**src/rtl/bt_uart_tx.sv**
```systemverilog
// bt_uart_tx: Avalon-MM slave UART transmitter (8N1) with TX FIFO and programmable baud divisor.
// Defining BT_UART_TX_IRQ_EN adds the irq output and the CTRL[1] irq_en bit.
module bt_uart_tx #(
    parameter int unsigned CLK_HZ     = 50000000,
    parameter int unsigned BAUD       = 115200,
    parameter int unsigned FIFO_DEPTH = 16
) (
    input  logic        clk,
    input  logic        reset,
    input  logic        chipselect,
    input  logic        write,
    input  logic        read,
    input  logic [1:0]  address,
    input  logic [31:0] writedata,
    output logic [31:0] readdata,
    output logic        txd
`ifdef BT_UART_TX_IRQ_EN
    ,
    output logic        irq
`endif
);

    localparam int unsigned PTR_W = (FIFO_DEPTH > 1) ? $clog2(FIFO_DEPTH) : 1;
    localparam int unsigned CNT_W = $clog2(FIFO_DEPTH + 1);
    localparam int unsigned DIV_W = 16;
    localparam logic [DIV_W-1:0] DIV0    = DIV_W'((CLK_HZ + BAUD / 2) / BAUD);
    localparam logic [DIV_W-1:0] DIV_MIN = DIV_W'(2);
    localparam logic [CNT_W-1:0] CNT_FULL = CNT_W'(FIFO_DEPTH);

    typedef enum logic [1:0] {IDLE, START, DATA, STOP} state_e;

    state_e           state_q, state_d;
    logic [7:0]       fifo_mem [FIFO_DEPTH];
    logic [PTR_W-1:0] wr_ptr_q, wr_ptr_d, rd_ptr_q, rd_ptr_d;
    logic [CNT_W-1:0] count_q, count_d;
    logic             ovf_q, ovf_d;
    logic             en_q, en_d;
    logic [DIV_W-1:0] div_q, div_d;
    logic [DIV_W-1:0] div_lat_q, div_lat_d;
    logic [DIV_W-1:0] baud_q, baud_d;
    logic [7:0]       shift_q, shift_d;
    logic [2:0]       bit_q, bit_d;
    logic             txd_q, txd_d;
    logic [31:0]      rdata_q, rdata_d;
`ifdef BT_UART_TX_IRQ_EN
    logic             irq_en_q, irq_en_d;
    logic             irq_q, irq_d;
`endif

    logic wr, rd, push, push_ok, pop, full, empty, busy, bit_end;
    logic unused_wdata;

    assign unused_wdata = ^writedata[31:16];

    assign wr      = chipselect & write;
    assign rd      = chipselect & read;
    assign full    = (count_q == CNT_FULL);
    assign empty   = (count_q == '0);
    assign busy    = (state_q != IDLE);
    assign bit_end = (baud_q == '0);
    assign push    = wr & (address == 2'd0);
    assign push_ok = push & (~full | pop);

    // Next-state logic for the serializer FSM, FIFO bookkeeping and register file.
    always_comb begin
        state_d   = state_q;
        shift_d   = shift_q;
        baud_d    = baud_q;
        bit_d     = bit_q;
        div_lat_d = div_lat_q;
        pop       = 1'b0;
        wr_ptr_d  = wr_ptr_q;
        rd_ptr_d  = rd_ptr_q;
        count_d   = count_q;
        ovf_d     = ovf_q;
        en_d      = en_q;
        div_d     = div_q;
        txd_d     = 1'b1;
        rdata_d   = '0;
`ifdef BT_UART_TX_IRQ_EN
        irq_en_d  = irq_en_q;
        irq_d     = irq_en_q & ((empty & ~busy) | ovf_q);
`endif

        case (state_q)
            IDLE: begin
                if (en_q && !empty) begin
                    pop       = 1'b1;
                    shift_d   = fifo_mem[rd_ptr_q];
                    div_lat_d = div_q;
                    baud_d    = div_q - DIV_W'(1);
                    state_d   = START;
                end
            end
            START: begin
                if (bit_end) begin
                    baud_d  = div_lat_q - DIV_W'(1);
                    bit_d   = 3'd0;
                    state_d = DATA;
                end else begin
                    baud_d = baud_q - DIV_W'(1);
                end
            end
            DATA: begin
                if (bit_end) begin
                    baud_d  = div_lat_q - DIV_W'(1);
                    shift_d = shift_q >> 1;
                    if (bit_q == 3'd7) begin
                        state_d = STOP;
                    end else begin
                        bit_d = bit_q + 3'd1;
                    end
                end else begin
                    baud_d = baud_q - DIV_W'(1);
                end
            end
            STOP: begin
                if (bit_end) begin
                    if (en_q && !empty) begin
                        pop       = 1'b1;
                        shift_d   = fifo_mem[rd_ptr_q];
                        div_lat_d = div_q;
                        baud_d    = div_q - DIV_W'(1);
                        state_d   = START;
                    end else begin
                        state_d = IDLE;
                    end
                end else begin
                    baud_d = baud_q - DIV_W'(1);
                end
            end
            default: state_d = IDLE;
        endcase

        // txd follows the current state, so the line lags the FSM by one cycle.
        case (state_q)
            START:   txd_d = 1'b0;
            DATA:    txd_d = shift_q[0];
            default: txd_d = 1'b1;
        endcase

        if (push_ok) wr_ptr_d = wr_ptr_q + PTR_W'(1);
        if (pop)     rd_ptr_d = rd_ptr_q + PTR_W'(1);
        case ({push_ok, pop})
            2'b10:   count_d = count_q + CNT_W'(1);
            2'b01:   count_d = count_q - CNT_W'(1);
            default: count_d = count_q;
        endcase

        if (wr && address == 2'd1 && writedata[3]) ovf_d = 1'b0;
        if (push && full && !pop)                  ovf_d = 1'b1;

        if (wr && address == 2'd2) begin
            div_d = (writedata[15:0] < DIV_MIN) ? DIV_MIN : writedata[15:0];
        end
        if (wr && address == 2'd3) begin
            en_d = writedata[0];
`ifdef BT_UART_TX_IRQ_EN
            irq_en_d = writedata[1];
`endif
        end

        if (rd) begin
            case (address)
                2'd1: begin
                    rdata_d[0]    = full;
                    rdata_d[1]    = empty;
                    rdata_d[2]    = busy;
                    rdata_d[3]    = ovf_q;
                    rdata_d[12:8] = 5'(count_q);
                end
                2'd2: rdata_d[15:0] = div_q;
                2'd3: begin
                    rdata_d[0] = en_q;
`ifdef BT_UART_TX_IRQ_EN
                    rdata_d[1] = irq_en_q;
`endif
                end
                default: rdata_d = '0;
            endcase
        end
    end

    // State and register update with synchronous reset.
    always_ff @(posedge clk) begin
        if (reset) begin
            state_q   <= IDLE;
            shift_q   <= '0;
            baud_q    <= '0;
            bit_q     <= '0;
            div_lat_q <= DIV0;
            wr_ptr_q  <= '0;
            rd_ptr_q  <= '0;
            count_q   <= '0;
            ovf_q     <= 1'b0;
            en_q      <= 1'b1;
            div_q     <= DIV0;
            txd_q     <= 1'b1;
            rdata_q   <= '0;
`ifdef BT_UART_TX_IRQ_EN
            irq_en_q  <= 1'b0;
            irq_q     <= 1'b0;
`endif
        end else begin
            state_q   <= state_d;
            shift_q   <= shift_d;
            baud_q    <= baud_d;
            bit_q     <= bit_d;
            div_lat_q <= div_lat_d;
            wr_ptr_q  <= wr_ptr_d;
            rd_ptr_q  <= rd_ptr_d;
            count_q   <= count_d;
            ovf_q     <= ovf_d;
            en_q      <= en_d;
            div_q     <= div_d;
            txd_q     <= txd_d;
            rdata_q   <= rdata_d;
`ifdef BT_UART_TX_IRQ_EN
            irq_en_q  <= irq_en_d;
            irq_q     <= irq_d;
`endif
        end
    end

    // FIFO storage; contents are don't-care while the count says empty.
    always_ff @(posedge clk) begin
        if (push_ok) fifo_mem[wr_ptr_q] <= writedata[7:0];
    end

    assign readdata = rdata_q;
    assign txd      = txd_q;
`ifdef BT_UART_TX_IRQ_EN
    assign irq      = irq_q;
`endif

endmodule
```
**config.mk**
```make
export PLATFORM = sky130hd
export DESIGN_NAME = bt_uart_tx
export DESIGN_NICKNAME = d
export VERILOG_FILES = /design/src/rtl/bt_uart_tx.sv
export SDC_FILE = /design/constraint.sdc
export NUM_CORES = 1
export LEC_CHECK = 0
export CAP_MARGIN = 10
export CORE_AREA = 2 2 157 159
export DETAILED_ROUTE_END_ITERATION = 16
export DIE_AREA = 0 0 159 161
export HOLD_SLACK_MARGIN = 0.12
export SETUP_SLACK_MARGIN = 0.02
export SLEW_MARGIN = 20
export SYNTH_ARGS = -nofsm -noshare
export SYNTH_HDL_FRONTEND = slang
export SYNTH_SLANG_ARGS = --single-unit
```
**constraint.sdc**
```tcl
create_clock -name clk -period 3.4 [get_ports clk]
set_clock_uncertainty 0.2 [all_clocks]
set_input_delay 0.51 -clock clk [delete_from_list [all_inputs] [get_ports clk]]
set_output_delay 0.51 -clock clk [all_outputs]
set_load 0.01 [all_outputs]
```
---- After elaboration in Yosys (flattened, before gate mapping) ----
Memories as Yosys holds them, arrays and structs flattened. A register that Yosys moved wholly into a read port is not among the register bits.
Index checks and enable logic that the tools add are counted.
word-level totals
  bits in registers ....................... 109
  RAM bits ................................ 128
  output and inout port bits .............. 33
  logic and storage cells ................. 112
  memories ................................ 1
operators by class
  add/subtract/negate cells ............... 8
  $lt $le $gt $ge ......................... 1
  eq/ne operators ......................... 16
  muxes and demuxes ....................... 37
  bitwise operators ....................... 8
  reductions and logical operators ........ 26
memory list
  name      words  width  rd ports  clocked after Yosys merged registers in  wr ports  RTL line  source
  fifo_mem  16     8      1         1                                        1         33        logic [7:0] fifo_mem [FIFO_DEPTH];
operator list
  operator                 number
  $mux W16                 6
  $pmux W16 S3             1
  $sub A16 B1 Y16 const B  3
  $pmux W16 S2             1
  $mux W8                  3
  $pmux W8 S3              1
  $pmux W5 S2              2
  $logic_not A16 Y1        1
  $lt A16 B2 Y1 const B    1
  $ne A2 B2 Y1 const B     6
  $pmux W3 S2              2
  $eq A2 B2 Y1 const B     5
  $mux W2                  5
  $reduce_bool A2 Y1       5
  $mux W3                  3
  $add A4 B1 Y4 const B    2
  $mux W4                  2
  $pmux W2 S4              1
  $logic_and A1 B1 Y1      7
  $mux W1                  7
  $eq A2 B1 Y1 const B     3
  $add A5 B1 Y5 const B    1
  $eq A5 B5 Y1 const B     1
  $logic_not A5 Y1         1
  other kinds (17)         26

---- Logic depth before layout (Yosys ltp) ----
Gate-level depths: netlist of the first run.
  depth in word-level cells ............... 10
  gate-level depth with buffers ........... 12
  mapped depth without buffers ............ 12

---- Least setup slack after synthesis of the first run ----
OpenSTA, ideal clock, no wires.
  path kind ............................... register -> register
  from .................................... register baud_q[6]
  to ...................................... memory fifo_mem[2][0] (enable)
  library setup time ...................... 383 ps
  arrival time ............................ 2701 ps
  data required time ...................... 2817 ps
  setup slack ............................. 116 ps
  stages on the path, launching flop included .. 8
  buffers on the path ..................... 1
  cells stage by stage .................... dfxtp_1 or4_1 buf_2 nor4_4 a31oi_1 o21ai_2 nand3_1 nor3_1
on the way
  word-level cells in the longest chain between the ends .. 7
ends and longest elaborated chain
  what                           RTL line  source
  start, declared                40        logic [DIV_W-1:0] baud_q, baud_d;
  start signal, assigned         207       baud_q <= baud_d;
  $logic_not A16 Y1              60        assign bit_end = (baud_q == '0);
  $mux W1                        118       if (bit_end) begin
  $pmux W1 S2                    85        case (state_q)
  $or A1 B1 Y1                   62        assign push_ok = push & (~full | pop);
  $and A1 B1 Y1                  62
  $mux W1                        227       if (push_ok) fifo_mem[wr_ptr_q] <= writedata[7:0];
  $mux W1 (not written as such)  227
  end, declared                  33
No other way between the ends.

---- Final worst setup path of the first run ----
  from .................................... register baud_q[6]
  to ...................................... memory fifo_mem[0][0] (enable)
The elaborated chain is that of the path after synthesis.

==> reports/metrics.csv, run 1 <==
metric,value,unit
fin_crit,3.171,ns
synthXorXnorAreaFrac,2.743,%
fp.dieW,159,µm
coreArea,23960,µm²
synth_warnings,0,
wl_per_cell,19.56,µm
clk_root_buffer_cell,clkbuf_16,
synth_cells,892,
post-route-util,51.35,%
grt_setup_unrepaired,no,
place_hpwl,17.69,mm
critical_path_class,flip-flop to flip-flop,
initial_core_util,43.97,%
swShare,36.93,%
drive_above_1_share,15.72,%
grt_start_max_net_pins,46,
synth.area.top_cells,"edfxtp_1, dfxtp_1, mux4_2",
ys_seq_area_share,54.91,%
wl,25.37,mm
io_buffers,39,
p_leak,4.250,nW
critPathLaunchType,flip-flop,
ys_ff_latch,225,
clock_latency,0.54,ns
synth_top_area_share,36.48,%
cts.repair.resized,0,
synth_top_family_by_area,simple AND/OR/NAND/NOR gates,
mostFrequentLayoutCells,"edfxtp_1, dfxtp_1, nor2_1",
final_common_cell,edfxtp_1,
die_y,161,µm
cts.clk_slew.worst_paths,0.06,ns
stdcell_area,12310,µm²
io_pins,72,
synth-main-ff-cell,edfxtp_1,
vias,7334,
syn-mean-instance-area,11.81,µm²
crit_buf_inv,1,
place_area,11480,µm²
crit_fanout,8,
hp-class,input port to flip-flop,
maxCapViolations,0,
synthArstFlopShare,0,%
htree_levels,1,
antennaDiodeCount,0,
ctsHoldBuffers,0,
post_cts_buffers,0,
setup_viol,0,
antenna_left,0,
vdd_drop_max,0.0004763,V
fmax,315.4,MHz
grt_pass1_vias,7002,
grt_usage,19.76,%
overflow,0,
area_delta_synth_final,16.79,%
rows,57,
synth_cell_types,74,
path_cells,"or4_1, nor4_4, a31oi_1, o21ai_2, nand3_1, nor3_1, buf_4",
intPower,6.354,mW
cts_buffer_depth,3,
cts_tree,yes,
grt_pass1_wl,39.78,mm
antenna_found_initial,0,
fin_nets,1017,
pwr-share-seq,33.3,%
slew_viol_final,0,
yosys.area_share.simple,13.82,%
cp-end-kind,flip-flop,
fin_crit_sh,93.26,%
route.detailed.drc,0,
cts_buffers,25,
dpl_worst_slack,0.09260,ns
critPathArrivalTime,3.19,ns
relSlewSlack,46.62,%
setup_tns,0,ns
place_congestion,0.8460,
synth-edff-count,128,
cpPeakStageDelay,0.66,ns
viasPerCell,5.655,
switchingPower,3.720,mW
crit_required,3.42,ns
setup_ws,0.2291,ns
netlist_area,10540,µm²
die_area,25600,µm²
synth.area.mux_share,11.10,%
crit_family,simple AND/OR/NAND/NOR gates,
drt-pass1-iter-count,5,
synth_compound_area_share,10.63,%
yosys.area.top_type,edfxtp_1,
worst_pin_slew,0.8007,ns
combPwrFrac,40.1,%
cp_slowest_cell,or4_1,
synthAdderAreaFrac,2.731,%
power,10.07,mW
clkPwrFrac,26.6,%
drt-initial-drc-count,621,
clock_sinks,225,
status,"finished, final reports clean",
p_per_area,818.6,nW/µm²
hold_viol_final,0,
## metal layers
| layer | wire, µm | GRT usage [%] | up-vias |
|---|---|---|---|
| met5 | 0 | 0 | - |
| met4 | 634 | 5.579 | 0 |
| met1 | 11690 | 28.70 | 3613 |
| met3 | 1349 | 2.491 | 47 |
| li1 | - | - | 3460 |
| met2 | 11700 | 31.48 | 214 |
## final cells by class
type                       instances  area (µm²)
multi-input combinational        592        4387
inverter                          20       75.07
clock inverter                    15       150.1
timing repair buffer              91       825.8
tap                              324       405.4
sequential                       225        5787
clock buffer                      30       675.6
fill                            2122       11660
## Yosys cell counts (all sizes together) (6+ instances only)
cell type,count
nand3,24
nor3,31
nand2b,9
a21oi,41
o21ai,29
a211oi,14
a31oi,8
a21o,6
a211o,9
mux4,40
or4,8
and3,11
clkbuf,41
mux2i,22
xnor2,18
edfxtp,128
nor2,79
ha,23
nand4,9
dfxtp,97
nor4,15
nand2,75
a22oi,12
buf,29
nor2b,8
inv,20
xor2,15
## registers in the layout, summed over array words and instances (netlist names), 5 cells and up, named ones only
register   cells
fifo_mem     128
baud_q        16
div_lat_q     16
div_q         16
readdata      16
shift_q        8
count_q        5
## power groups by stage
stage / Sequential [mW] / Combinational [mW] / Clock [mW]
6_report: 3.35 / 4.04 / 2.68
2_1_floorplan: 3.32 / 3.01 / 0
4_1_cts: 3.35 / 4.03 / 2.73
3_3_place_gp: 3.41 / 3.98 / 0
3_5_place_dp: 3.41 / 4.00 / 0
5_1_grt: 3.39 / 4.43 / 2.84
## metrics by stage
step	cells	hold slack [ns]
after floorplan	907	0.2356
after global routing	1297	0.2543
after global placement	1252	0.2464
after detailed placement	1252	0.2521
after CTS	1297	0.2321
final	1297	0.2530
## worst paths after layout
kind	startpoint	to	slack, ns	cells after the start
hold reg to reg	shift_q[7]$_SDFFE_PP0P_	shift_q[7]$_SDFFE_PP0P_	0.26	2
hold / removal	reset	div_lat_q[12]$_SDFFE_PP0P_	0.25	2
setup / recovery	baud_q[6]$_SDFF_PP0_	fifo_mem[0][0]$_DFFE_PP_	0.23	7
setup reg to reg	baud_q[6]$_SDFF_PP0_	fifo_mem[0][0]$_DFFE_PP_	0.23	7
## kinds of logic (layout without fill, tap and decap cells)
logic type,count (synthesis),after routing
AO/OA/AOI/OAI,162,162
XOR/XNOR,33,33
adder cells (fa/ha/maj),23,23
buffers and inverters,90,156
flip-flops,225,225
multiplexers,66,66
other,1,16
AND/OR/NAND/NOR,292,292
Power figures use the tool's default switching activity.
==> run 2, diff against run 1 <==
--- a/config.mk
+++ b/config.mk
@@ -10,6 +10,7 @@
 export DETAILED_ROUTE_END_ITERATION = 16
 export DIE_AREA = 0 0 159 161
 export HOLD_SLACK_MARGIN = 0.12
+export REMOVE_ABC_BUFFERS = 1
 export SETUP_SLACK_MARGIN = 0.02
 export SLEW_MARGIN = 20
 export SYNTH_ARGS = -nofsm -noshare
==> run 2 against run 1 <==
- critical path depth is the same
- clock power is essentially flat
- first-iteration DRC count shrank 9.5%
- sequential power is essentially flat
- combinational power is essentially flat
- non-clock buffer count is the same
- global-route usage grew 0.31 points
- critical endpoint is now fifo_mem[0][3]$_DFFE_PP_
- largest power group unchanged
==> reports/metrics.csv, run 2 (synthesis gave the netlist of run 1 again) <==
metric,value,unit,change
status,"finished, final reports clean",,unchanged
worst_pin_slew,0.7259,ns,was 0.8007 ns
grt_pass1_wl,40.24,mm,was 39.78 mm
intPower,6.378,mW,was 6.354 mW
grt_start_max_net_pins,52,,was 46
cp-end-kind,flip-flop,,unchanged
crit_required,3.43,ns,was 3.42 ns
io_buffers,39,,unchanged
clock_latency,0.54,ns,about the same
final_common_cell,edfxtp_1,,unchanged
drive_above_1_share,15.43,%,was 15.72%
clk_root_buffer_cell,clkbuf_16,,unchanged
relSlewSlack,51.49,%,was 46.62%
wl_met1,11.73,mm,was 11.69 mm
wl_per_cell,19.92,µm,was 19.56 µm
grt_setup_unrepaired,no,,unchanged
critPathLaunchType,flip-flop,,unchanged
clkPwrFrac,26.7,%,was 26.6%
grt_pass1_vias,7095,,was 7002
vdd_drop_max,0.0004814,V,was 0.0004763 V
coreArea,23960,µm²,unchanged
viasPerCell,5.612,,was 5.655
vias,7273,,was 7334
drt-pass1-iter-count,5,,unchanged
cts_buffer_depth,3,,unchanged
rr_endpoint,fifo_mem[0][3]$_DFFE_PP_,,was fifo_mem[0][0]$_DFFE_PP_
grt_usage,20.08,%,was 19.76%
ff2ff_path_depth,7,,unchanged
overflow,0,,unchanged
maxCapViolations,0,,unchanged
switchingPower,3.693,mW,was 3.720 mW
fin_crit,3.229,ns,was 3.171 ns
post-route-util,51.31,%,was 51.35%
p_leak,4.250,nW,about the same
route.detailed.drc,0,,unchanged
critical_path_class,flip-flop to flip-flop,,unchanged
hold_viol_final,0,,unchanged
mostFrequentLayoutCells,"edfxtp_1, dfxtp_1, nor2_1",,unchanged
route.met3.wl,1.186,mm,was 1.349 mm
stdcell_area,12290,µm²,was 12310 µm²
fp.dieW,159,µm,unchanged
cts_tree,yes,,unchanged
initial_core_util,43.97,%,unchanged
largest_register_ffs,128,,unchanged
power,10.07,mW,about the same
p_per_area,819.1,nW/µm²,was 818.6 nW/µm²
cts.clk_slew.worst_paths,0.06,ns,about the same
drt-initial-drc-count,562,,was 621
routed.top_layer,met4,,unchanged
io_pins,72,,unchanged
pwr-share-seq,33.3,%,about the same
dr_wl_met2,12.30,mm,was 11.70 mm
area_delta_synth_final,16.68,%,was 16.79%
htree_levels,1,,unchanged
clock_sinks,225,,unchanged
antenna_left,0,,unchanged
die_y,161,µm,unchanged
wl,25.82,mm,was 25.37 mm
critPathArrivalTime,3.26,ns,was 3.19 ns
post_cts_buffers,0,,unchanged
cts_buffers,24,,was 25
fmax,309.7,MHz,was 315.4 MHz
regToRegSetupSlack,0.17,ns,was 0.23 ns
top_register,fifo_mem,,unchanged
die_area,25600,µm²,unchanged
rows,57,,unchanged
cts.repair.resized,0,,unchanged
fin_nets,1016,,was 1017
place_hpwl,17.63,mm,was 17.69 mm
r2r_start,baud_q[6]$_SDFF_PP0_,,unchanged
ctsHoldBuffers,0,,unchanged
crit_fanout,8,,unchanged
swShare,36.67,%,was 36.93%
whs_endpoint,div_lat_q[12]$_SDFFE_PP0P_,,unchanged
combPwrFrac,39.9,%,was 40.1%
antenna_found_initial,0,,unchanged
hold_ws,0.1862,ns,was 0.2530 ns
min_path_cells,2,,unchanged
hp-class,input port to flip-flop,,unchanged
min_from,reset,,unchanged
setup_viol,0,,unchanged
slew_viol_final,0,,unchanged
fin_crit_sh,94.96,%,was 93.26%
antennaDiodeCount,0,,unchanged
place_congestion,0.7972,,was 0.8460
place_area,11470,µm²,was 11480 µm²
==> run 2: cell types whose count changed in the layout (fill, tap and decap cells not counted), sizes merged <==
cell / delta
clkinv: -5
bufinv: +1
inv: -1
clkinvlp: -2
clkbuf: +6
==> run 2: cell type report <==
type                            instances  area (µm²)
Sequential cell                       225        5787
Multi-Input combinational cell        592        4387
Fill cell                            2125       11670
Timing Repair Buffer                   91       813.3
Inverter                               20       75.07
Clock buffer                           36       685.7
Clock inverter                          8       141.4
Tap cell                              324       405.4
==> run 2: worst max-delay path: stages, from the launching register on <==
cell	delay, ns
dfxtp_1	0.34
or4_1	0.61
nor4_4	0.46
a31oi_1	0.31
o21ai_2	0.35
nand3_1	0.24
nor3_1	0.20
buf_4	0.23
==> run 2: power by group through the flow <==
| stage | Clock (mW) | Sequential [mW] | Combinational (mW) |
|---|---|---|---|
| after CTS | 2.74 | 3.35 | 4.01 |
| after floorplan | 0 | 3.40 | 2.73 |
| after global placement | 0 | 3.40 | 3.96 |
| after detailed placement | 0 | 3.41 | 3.99 |
| final | 2.69 | 3.36 | 4.02 |
| after global routing | 2.86 | 3.39 | 4.41 |
==> run 2: per-stage QoR <==
step / TNS (ns) / setup WS [ns] / cells
floorplan: -40.93 / -0.5006 / 837
global placement: 0 / 0.1299 / 1252
detailed placement: 0 / 0.09417 / 1252
CTS: 0 / 0.1988 / 1296
global route: 0 / 0.02343 / 1296
finish: 0 / 0.1714 / 1296
==> run 2: worst max path at each step <==
stage | to | startpoint | slack [ns] | depth (start not counted)
CTS | fifo_mem[0][3]$_DFFE_PP_ | baud_q[6]$_SDFF_PP0_ | 0.20 | 7
finish | fifo_mem[0][3]$_DFFE_PP_ | baud_q[6]$_SDFF_PP0_ | 0.17 | 7
floorplan | fifo_mem[2][0]$_DFFE_PP_ | count_q[1]$_SDFFE_PP0P_ | -0.50 | 6
global route | fifo_mem[2][3]$_DFFE_PP_ | baud_q[0]$_SDFF_PP0_ | 0.02 | 9
global placement | count_q[4]$_SDFFE_PP0P_ | address[0] | 0.13 | 12
detailed placement | count_q[4]$_SDFFE_PP0P_ | address[0] | 0.09 | 12
==> run 2: metal layers <==
metal	global-route usage (%)	up-vias
met1	27.93	3580
met4	5.331	0
met2	33.38	187
met3	2.748	43
li1	-	3463
met5	0	-
